[src/rtl/clock_pkg.sv]
// Shared types and field arithmetic for the manual time-setting controller.
package clock_pkg;

    typedef enum logic [2:0] {RUN, SET_HR, SET_MIN, SET_SEC, COMMIT} state_t;
    typedef enum logic [1:0] {F_HR, F_MIN, F_SEC} field_t;

    localparam int HR_W = 5;
    localparam int MS_W = 6;
    localparam logic [HR_W-1:0] HOURS_MAX  = 5'd23;
    localparam logic [MS_W-1:0] MINSEC_MAX = 6'd59;

    function automatic field_t field_of(input state_t s);
        case (s)
            SET_MIN: return F_MIN;
            SET_SEC: return F_SEC;
            default: return F_HR;
        endcase
    endfunction

    function automatic state_t next_field_state(input state_t s);
        case (s)
            SET_HR:  return SET_MIN;
            SET_MIN: return SET_SEC;
            default: return SET_HR;
        endcase
    endfunction

    // inc and dec together cancel out
    function automatic logic [HR_W-1:0] step_hr(input logic [HR_W-1:0] v, input logic up, input logic dn);
        if (up == dn) return v;
        if (up) return (v == HOURS_MAX) ? '0 : v + HR_W'(1);
        return (v == '0) ? HOURS_MAX : v - HR_W'(1);
    endfunction

    function automatic logic [MS_W-1:0] step_ms(input logic [MS_W-1:0] v, input logic up, input logic dn);
        if (up == dn) return v;
        if (up) return (v == MINSEC_MAX) ? '0 : v + MS_W'(1);
        return (v == '0) ? MINSEC_MAX : v - MS_W'(1);
    endfunction

endpackage

[src/rtl/button_conditioner.sv]
// 2-FF synchronizer, stability debounce and edge pulses for one raw input.
// Auto-repeat of held presses exists only when CLKSET_AUTO_REPEAT_EN is defined.
module button_conditioner #(
    parameter int unsigned DEBOUNCE_CYC     = 1_000_000,
    parameter int unsigned REPEAT_DELAY_CYC = 25_000_000,
    parameter int unsigned REPEAT_RATE_CYC  = 5_000_000,
    parameter bit          REPEAT_EN        = 1'b0
) (
    input  logic clk,
    input  logic reset_n,
    input  logic raw,
    output logic press,
    output logic fall
);

`ifdef CLKSET_AUTO_REPEAT_EN
    localparam bit AUTO_RPT = 1'b1;
`else
    localparam bit AUTO_RPT = 1'b0;
`endif

    logic        sync1, sync2;
    logic        db, db_q;
    logic [31:0] db_cnt;
    logic [31:0] rpt_cnt;
    logic        rise, rpt_fire;

    // NOTE: every register here uses <= so all flops sample the same pre-edge values.
    always_ff @(posedge clk or negedge reset_n) begin
        if (!reset_n) begin
            sync1  <= 1'b0;
            sync2  <= 1'b0;
            db     <= 1'b0;
            db_q   <= 1'b0;
            db_cnt <= '0;
        end else begin
            sync1 <= raw;
            sync2 <= sync1;
            db_q  <= db;
            if (sync2 != db) begin
                if (db_cnt == DEBOUNCE_CYC - 1) begin
                    db     <= sync2;
                    db_cnt <= '0;
                end else begin
                    db_cnt <= db_cnt + 32'd1;
                end
            end else begin
                db_cnt <= '0;
            end
        end
    end

    assign rise = db & ~db_q;
    assign fall = ~db & db_q;

    // rpt_cnt holds the number of cycles since the press; reloads keep later repeats on the rate grid
    assign rpt_fire = AUTO_RPT && REPEAT_EN && db && db_q && (rpt_cnt == REPEAT_DELAY_CYC);

    always_ff @(posedge clk or negedge reset_n) begin
        if (!reset_n) begin
            rpt_cnt <= '0;
        end else if (rise) begin
            rpt_cnt <= 32'd1;
        end else if (rpt_fire) begin
            rpt_cnt <= REPEAT_DELAY_CYC - REPEAT_RATE_CYC + 1;
        end else if (db) begin
            rpt_cnt <= rpt_cnt + 32'd1;
        end
    end

    assign press = rise | rpt_fire;

endmodule

[src/rtl/clock_set_controller.sv]
// Manual time-set sequencer: edits a shadow copy of the time and commits it with a load pulse.
// Optional auto-repeat on inc/dec: define CLKSET_AUTO_REPEAT_EN.
module clock_set_controller
    import clock_pkg::*;
#(
    parameter int unsigned DEBOUNCE_CYC     = 1_000_000,
    parameter int unsigned TIMEOUT_CYC      = 1_500_000_000,
    parameter int unsigned BLINK_HALF_CYC   = 12_500_000,
    parameter int unsigned REPEAT_DELAY_CYC = 25_000_000,
    parameter int unsigned REPEAT_RATE_CYC  = 5_000_000
) (
    input  logic            clk,
    input  logic            reset_n,
    input  logic            sw_set,
    input  logic            btn_mode,
    input  logic            btn_inc,
    input  logic            btn_dec,
    input  logic [HR_W-1:0] cur_hours,
    input  logic [MS_W-1:0] cur_minutes,
    input  logic [MS_W-1:0] cur_seconds,
    output logic            run_en,
    output logic            load,
    output logic [HR_W-1:0] load_hours,
    output logic [MS_W-1:0] load_minutes,
    output logic [MS_W-1:0] load_seconds,
    output logic [2:0]      blink_mask,
    output logic            set_active
);

    state_t          state, state_nx;
    field_t          field;
    logic [HR_W-1:0] sh_hr, sh_hr_nx;
    logic [MS_W-1:0] sh_min, sh_min_nx, sh_sec, sh_sec_nx;
    logic [31:0]     idle_cnt, blink_cnt;
    logic            blink_on;
    logic            mode_p, inc_p, dec_p, set_req, set_done;
    logic [2:0]      btn_fall_unused;
    logic            in_set, any_press, timeout;

    button_conditioner #(.DEBOUNCE_CYC(DEBOUNCE_CYC), .REPEAT_DELAY_CYC(REPEAT_DELAY_CYC),
                         .REPEAT_RATE_CYC(REPEAT_RATE_CYC), .REPEAT_EN(1'b0))
        u_mode (.clk(clk), .reset_n(reset_n), .raw(btn_mode), .press(mode_p), .fall(btn_fall_unused[0]));
    button_conditioner #(.DEBOUNCE_CYC(DEBOUNCE_CYC), .REPEAT_DELAY_CYC(REPEAT_DELAY_CYC),
                         .REPEAT_RATE_CYC(REPEAT_RATE_CYC), .REPEAT_EN(1'b1))
        u_inc (.clk(clk), .reset_n(reset_n), .raw(btn_inc), .press(inc_p), .fall(btn_fall_unused[1]));
    button_conditioner #(.DEBOUNCE_CYC(DEBOUNCE_CYC), .REPEAT_DELAY_CYC(REPEAT_DELAY_CYC),
                         .REPEAT_RATE_CYC(REPEAT_RATE_CYC), .REPEAT_EN(1'b1))
        u_dec (.clk(clk), .reset_n(reset_n), .raw(btn_dec), .press(dec_p), .fall(btn_fall_unused[2]));
    button_conditioner #(.DEBOUNCE_CYC(DEBOUNCE_CYC), .REPEAT_DELAY_CYC(REPEAT_DELAY_CYC),
                         .REPEAT_RATE_CYC(REPEAT_RATE_CYC), .REPEAT_EN(1'b0))
        u_set (.clk(clk), .reset_n(reset_n), .raw(sw_set), .press(set_req), .fall(set_done));

    assign in_set    = state inside {SET_HR, SET_MIN, SET_SEC};
    assign field     = field_of(state);
    assign any_press = mode_p | inc_p | dec_p;
    assign timeout   = in_set && !any_press && (idle_cnt == TIMEOUT_CYC - 1);

    // NOTE: every output of this block gets a default first, so no path can infer a latch.
    always_comb begin
        state_nx  = state;
        sh_hr_nx  = sh_hr;
        sh_min_nx = sh_min;
        sh_sec_nx = sh_sec;
        case (state)
            RUN: begin
                if (set_req) begin
                    state_nx  = SET_HR;
                    sh_hr_nx  = cur_hours;
                    sh_min_nx = cur_minutes;
                    sh_sec_nx = cur_seconds;
                end
            end
            SET_HR, SET_MIN, SET_SEC: begin
                // arithmetic uses the field selected before any mode advance
                case (field)
                    F_HR:    sh_hr_nx  = step_hr(sh_hr, inc_p, dec_p);
                    F_MIN:   sh_min_nx = step_ms(sh_min, inc_p, dec_p);
                    default: sh_sec_nx = step_ms(sh_sec, inc_p, dec_p);
                endcase
                if (set_done)     state_nx = COMMIT;
                else if (mode_p)  state_nx = next_field_state(state);
                else if (timeout) state_nx = RUN;
            end
            default: state_nx = RUN;
        endcase
    end

    // NOTE: the shadow is reset as well, so load_* never show X before the first SET entry.
    always_ff @(posedge clk or negedge reset_n) begin
        if (!reset_n) begin
            state  <= RUN;
            sh_hr  <= '0;
            sh_min <= '0;
            sh_sec <= '0;
        end else begin
            state  <= state_nx;
            sh_hr  <= sh_hr_nx;
            sh_min <= sh_min_nx;
            sh_sec <= sh_sec_nx;
        end
    end

    // blink phase restarts on every state change, i.e. SET entry and each field advance
    always_ff @(posedge clk or negedge reset_n) begin
        if (!reset_n) begin
            idle_cnt  <= '0;
            blink_cnt <= '0;
            blink_on  <= 1'b0;
        end else begin
            idle_cnt <= (in_set && !any_press) ? idle_cnt + 32'd1 : '0;
            if (!in_set || state_nx != state) begin
                blink_cnt <= '0;
                blink_on  <= 1'b0;
            end else if (blink_cnt == BLINK_HALF_CYC - 1) begin
                blink_cnt <= '0;
                blink_on  <= ~blink_on;
            end else begin
                blink_cnt <= blink_cnt + 32'd1;
            end
        end
    end

    always_comb begin
        blink_mask = 3'b000;
        if (in_set && blink_on) begin
            case (field)
                F_HR:    blink_mask = 3'b100;
                F_MIN:   blink_mask = 3'b010;
                default: blink_mask = 3'b001;
            endcase
        end
    end

    assign run_en       = (state == RUN);
    assign load         = (state == COMMIT);
    assign set_active   = in_set;
    assign load_hours   = sh_hr;
    assign load_minutes = sh_min;
    assign load_seconds = sh_sec;

endmodule

[config.mk]
export PLATFORM = sky130hd
export DESIGN_NAME = clock_set_controller
export DESIGN_NICKNAME = d
export VERILOG_FILES = /design/src/rtl/clock_pkg.sv /design/src/rtl/button_conditioner.sv /design/src/rtl/clock_set_controller.sv
export SDC_FILE = /design/constraint.sdc
export NUM_CORES = 1
export LEC_CHECK = 0
export CORE_UTILIZATION = 25
export DETAILED_ROUTE_END_ITERATION = 12
export GPL_TIMING_DRIVEN = 1
export PLACE_DENSITY = 0.46
export SETUP_SLACK_MARGIN = 0.3
export SYNTH_ARGS = -nofsm -noshare
export SYNTH_HDL_FRONTEND = slang
export SYNTH_SLANG_ARGS = --single-unit
[constraint.sdc]
create_clock -name clk -period 2.2 [get_ports clk]
set_input_delay 0.55 -clock clk [delete_from_list [all_inputs] [get_ports clk]]
set_output_delay 0.55 -clock clk [all_outputs]
set_load 0.005 [all_outputs]
After elaboration in Yosys (flattened, before gate mapping):

Index checks and enable logic that the tools add are counted.

* word-level logic and storage cells: 165
* ROM bits: 0
* bits in registers: 229
* latch bits: 0
* memories: 0
* memory bits (writable): 0

* bitwise gates (word level): 13
* div/mod/pow operators: 0
* $mul: 0
* reduce and logical (&&, ||, !) cells: 23
* add/sub/neg operators: 12
* mux-type cells: 66
* eq/ne operators: 24
* shifts and indexed selects: 0
* order comparisons: 0

Operators by type and width (count)
* 32-bit 2-to-1 mux: 11
* 32-bit by 1-bit adder with 32-bit output, second input constant: 6
* 32-bit by 20-bit equality test with 1-bit output, second input constant: 4
* 6-bit 2-to-1 mux: 16
* 5-bit 2-to-1 mux: 8
* 32-bit by 24-bit equality test with 1-bit output, second input constant: 1
* 32-bit by 31-bit equality test with 1-bit output, second input constant: 1
* 6-bit case mux with 2 select lines: 2
* 1-bit 2-to-1 mux: 19
* 3-bit 2-to-1 mux: 5
* 6-bit by 1-bit adder with 6-bit output, second input constant: 2
* 6-bit equality test, second input constant: 2
* 6-bit logical NOT: 2
* 3-bit case mux with 2 select lines: 2
* 6-bit by 1-bit subtractor with 6-bit output, second input constant: 2
* 5-bit case mux with 2 select lines: 1
* 3-bit AND reduction: 3
* 2-bit case mux with 2 select lines: 2
* 2-bit AND reduction: 4
* 3-bit by 2-bit equality test with 1-bit output, second input constant: 2
* 2-bit != test, second input constant: 3
* 1-bit NOT: 6
* 5-bit by 1-bit adder with 5-bit output, second input constant: 1
* 1-bit bitwise AND: 5
* 20 further kinds: 28

Logic depth before layout (Yosys ltp):

* word-level depth: 14
* gate-level depth with buffers: 9
* depth with buffers taken out: 7

Hierarchy:

Synthesis repeated with hierarchy kept, for this count alone.

* cell total of the unflattened synthesis: 1357
* area, all modules: 12592.1 sq um

Modules (own cells, without submodules)
* button_conditioner: cells an instance 192, times used 4, area an instance 1856.8 sq um
* clock_set_controller: cells an instance 589, times used 1, area an instance 5165.0 sq um

Least setup slack after synthesis:

OpenSTA, ideal clock, no wires.

* path type: reg-to-reg
* from: register blink_cnt[0]
* to: register blink_cnt[29]
* setup time: 0.126 ns
* arrival time: 1.903 ns
* stages on the path, launching flop included: 8
* required time: 2.074 ns
* setup slack: 0.172 ns
* clock period less this slack: 2.028 ns
* buffers on the path: 1
* path through: dfrtp_1 -> ha_1 -> and4_1 -> nand4_1 -> or4_2 -> nand3_1 -> buf_4 -> a21oi_1

* longest elaborated chain between the ends: 3

RTL lines
* from (decl): line clock_set_controller.sv:34 `logic [31:0] idle_cnt, blink_cnt;`
* from (signal assigned): line clock_set_controller.sv:118 `blink_cnt <= blink_cnt + 32'd1;`
* 32-bit by 1-bit adder with 32-bit output or 32-bit by 24-bit equality test with 1-bit output (tied branches): line clock_set_controller.sv:118, clock_set_controller.sv:114
* 32-bit 2-to-1 mux (*): line clock_set_controller.sv:114 `end else if (blink_cnt == BLINK_HALF_CYC - 1) begin`
* 32-bit 2-to-1 mux (*): line clock_set_controller.sv:111 `if (!in_set || state_nx != state) begin`

Every way passes the cells marked *; elsewhere a longest branch is shown, timed or not.
A chain may end at the register's enable or synchronous reset.

Worst setup path in the final report:

* from: register idle_cnt[1]
* to: register blink_cnt[31]

* longest elaborated chain between the ends: 9

RTL lines
* from (decl): line clock_set_controller.sv:34
* from (signal assigned): line clock_set_controller.sv:110 `idle_cnt <= (in_set && !any_press) ? idle_cnt + 32'd1 : '0;`
* 32-bit by 31-bit equality test with 1-bit output: line clock_set_controller.sv:56 `assign timeout = in_set && !any_press && (idle_cnt == TIMEOUT_CYC - 1);`
* 1-bit logical AND: line clock_set_controller.sv:56
* 3-bit 2-to-1 mux: line clock_set_controller.sv:82 `else if (timeout) state_nx = RUN;`
* 3-bit 2-to-1 mux: line clock_set_controller.sv:81 `else if (mode_p) state_nx = next_field_state(state);`
* 3-bit 2-to-1 mux: line clock_set_controller.sv:80 `if (set_done) state_nx = COMMIT;`
* 3-bit case mux with 2 select lines: line clock_set_controller.sv:64 `case (state)`
* 3-bit != test: line clock_set_controller.sv:111
* 1-bit logical OR: line clock_set_controller.sv:111
* 32-bit 2-to-1 mux: line clock_set_controller.sv:111

Every way passes these cells.

==> flow_metrics.tcl <==
set metrics [dict create \
    power.switching_mw 2.081 \
    cts_tree "built" \
    gp_congestion 0.7581 \
    fmax_mhz 471.8 \
    nets 1462 \
    place_hpwl_um 19460 \
    path_class "flip-flop to flip-flop" \
    gr-total-overflow 0 \
    postRouteAntennaNets 0 \
    critPathArrivalTime_ns 2.54 \
    power_density_mw_per_mm2 587.2 \
    holdPathEnd "u_mode.sync2$_DFF_PN0_" \
    cp_max_fo 5 \
    portBuffers 45 \
    initial_utilization_pct 25.34 \
    async_flop_share_pct 100.0 \
    mostFrequentLayoutCells "dfrtp_1, nor2_1, xnor2_1" \
    period_share_pct 96.33 \
    setup_viol 0 \
    antenna_cells 0 \
    std_cell_rows 80 \
    clk_pin_slew_ns 0.06 \
    power.leakage_nw 6.276 \
    final_common_cell "dfrtp_1" \
    cp-start-kind "flip-flop" \
    synth-edff-count 0 \
    drive_gt1_share_pct 21.30 \
    wl_per_cell_um 14.68 \
    ys_types 69 \
    synthToLayoutAreaGrowth_pct 29.80 \
    critical_path.max_stage_delay_ns 0.54 \
    hp-class "flip-flop to flip-flop" \
    design_area_mm2 0.01570 \
    crit_family "simple AND/OR/NAND/NOR gates" \
    ys_seq_area_share_pct 47.37 \
    crit_path_top_delay_cell "or4_4" \
    syn_area_mm2 0.01210 \
    run_status "finished, final reports clean" \
    r2r_cells 7 \
    worstPathCellList "ha_2, nand4_1, or4_4, or4_4, nand3_4, clkbuf_16, a21oi_2" \
    place_inst 1955 \
    syn_inst 1290 \
    worstReg2RegEnd "blink_cnt[31]$_DFF_PN0_" \
    synth_nets 1327 \
    final-max-slew-violation-count 0 \
    internal_power_mw 7.138 \
    cts.root.buffer_cell "clkbuf_16" \
    cts.path.max_buffers 3 \
    cts_buffers 28 \
    wl_um 30250 \
    firstDrtPassIters 5 \
    final_cells 2061 \
    tightest_slew_ns 0.6109 \
    crit_buf_inv 1 \
    relSlewSlack_pct 59.27 \
    ys.flop_type "dfrtp_1" \
    rrSetupSlack_ns 0.08 \
    dieHeight_um 222.0 \
    die-area_mm2 0.04927 \
    rsz0062_at_grt "yes" \
    yosysWarnings 0 \
    avgViaCountPerCell 4.664 \
    maxCapViolCount 0 \
    grt_pass1_wl_um 51060 \
    syn_avg_cell_area_um2 9.377 \
    coreArea_mm2 0.04775 \
    combPwrFrac_pct 3.2 \
    antenna_found_initial 1 \
    clkSinkCount 229 \
    num_vias 9612 \
    hold_viol 0 \
    drc 0 \
    finalSetupTns_ns 0 \
    r2r_start "idle_cnt[1]$_DFF_PN0_" \
    synth-seq-cells 229 \
    grt_usage_pct 12.37 \
    worstSetupEndpointType "flip-flop" \
    power_frac_seq_pct 46.3 \
    place_area_mm2 0.01369 \
    fin_skew_ns 0.02966 \
    cp.required_ns 2.62 \
    period_needed_ns 2.119 \
    drt_iter0_markers 537 \
    worstHoldStart "u_mode.sync1$_DFF_PN0_" \
    swShare_pct 22.58 \
    num_io_pins 46 \
    cpMostUsedCell "or4_4" \
    first_global_vias 9620 \
    vdd_drop_max_v 0.0006607 \
    dieWidth_um 222.0 \
    clkPwrFrac_pct 50.5 \
    htree_levels 1 \
    insertion_delay_ns 0.57 \
    holdPathStages 0 \
    grt_max_degree 66 \
]
registers in the layout, indices dropped and copies added, names as in the netlist, 3 cells and up:
register	count
blink_cnt	32
idle_cnt	32
u_dec.db_cnt	32
u_inc.db_cnt	32
u_mode.db_cnt	32
u_set.db_cnt	32
load_minutes	6
load_seconds	6
load_hours	5
state	3
power by group through the flow:
stage	clock network, mW	logic (mW)	registers, mW
finish	4.65	0.298	4.27
CTS	4.82	0.307	4.27
global placement	0	0.289	4.35
floorplan	0	0.0916	4.34
detailed placement	0	0.290	4.35
global route	4.97	0.340	4.27
metrics by stage:
stage               util [%]  hold WS [ns]  worst slack, ns  total power, mW
finish                 32.89        0.3510          0.08067            9.220
global route           32.89        0.3695         -0.01528            9.575
CTS                    31.74        0.3516           0.1134            9.396
detailed placement     28.67        0.3386          0.05773            4.639
global placement       28.67        0.3471           0.1185            4.637
floorplan                  -        0.2544           0.2387            4.429
synthesized netlist by cell type, types with 3 or more instances:
library cell	count	area, um2
and3_1	24	150.1
ha_1	14	175.2
nor2_1	228	855.8
clkbuf_1	46	172.7
a21oi_1	22	110.1
nand3b_1	3	22.52
xor2_1	84	735.7
o22ai_1	3	18.77
nand3_1	77	385.4
or3_1	7	43.79
nand4b_1	6	52.55
a22oi_1	3	22.52
nor4_1	48	300.3
and2_1	7	43.79
mux2i_1	4	40.04
buf_2	10	50.05
inv_1	32	120.1
nor2b_1	7	43.79
o21ai_0	30	150.1
mux2_2	7	78.83
or4_1	8	60.06
o211ai_1	5	37.54
o31ai_1	9	67.56
a211oi_1	3	22.52
nand2b_1	7	43.79
buf_1	3	11.26
nand4_1	58	362.9
and4_1	24	210.2
nor3_1	41	205.2
dfrtp_1	229	5731
nor3b_1	5	37.54
nand2_1	69	259.0
a31oi_1	6	37.54
or2_2	11	68.82
buf_4	3	22.52
nor4b_1	9	78.83
xnor2_1	99	867.1
cell families (layout without fill, tap and decap cells):
group / count (synthesis) / in the layout / share of synthesized area (%)
and+or+nand+nor: 655 / 656 / 28.31
DFF: 229 / 229 / 47.37
adders and majority gates: 14 / 14 / 1.448
AOI/OAI and AO/OA: 102 / 102 / 5.399
muxes: 11 / 11 / 0.9827
buffers and inverters: 96 / 251 / 3.238
xor gates and xnor gates: 183 / 183 / 13.25
timing repair:
| item | 4_1_cts | 5_1_grt |
|---|---|---|
| endpoints found under the hold margin | 20 | 0 |
| setup endpoints to repair | 152 | 184 |
| gates resized for setup | 111 | 95 |
| pin swaps | 19 | 21 |
| gates cloned | 2 | 2 |
| setup buffers | 34 | 16 |
| hold buffers | 1 | 0 |
final cells by class:
class                      instances  area, um2
sequential                       229       5754
tap                              615      769.5
fill                            4824      32040
clock buffer                      42      853.3
inverter                          33      123.9
multi-input combinational        966       6529
clock inverter                     9      81.33
timing repair buffer             167       1590
worst max path at each step:
stage | from | to | cells past startpoint
floorplan | idle_cnt[0]$_DFF_PN0_ | blink_cnt[29]$_DFF_PN0_ | 7
global placement | idle_cnt[1]$_DFF_PN0_ | blink_on$_DFFE_PN0P_ | 6
detailed placement | idle_cnt[1]$_DFF_PN0_ | blink_cnt[14]$_DFF_PN0_ | 6
CTS | idle_cnt[1]$_DFF_PN0_ | blink_cnt[13]$_DFF_PN0_ | 7
global route | idle_cnt[1]$_DFF_PN0_ | blink_cnt[25]$_DFF_PN0_ | 7
finish | idle_cnt[1]$_DFF_PN0_ | blink_cnt[31]$_DFF_PN0_ | 7
worst reg2reg max path, delay by kind of cell, from the launching register on:
family / cells / cell delay [ns]
AOI/OAI and AO/OA: 1 / 0.03
adders and majority gates: 1 / 0.18
buffers and inverters: 1 / 0.17
DFF: 1 / 0.35
and+or+nand+nor: 4 / 1.25
layer usage:
layer	vias to the layer above	global-route usage [%]	routed length, um
met1	4668	17.72	15070
met3	48	1.895	920
met2	112	19.21	13570
met5	-	0	0
met4	0	3.472	687
li1	4784	-	-
Note: power is estimated with default switching activity, not from simulation.
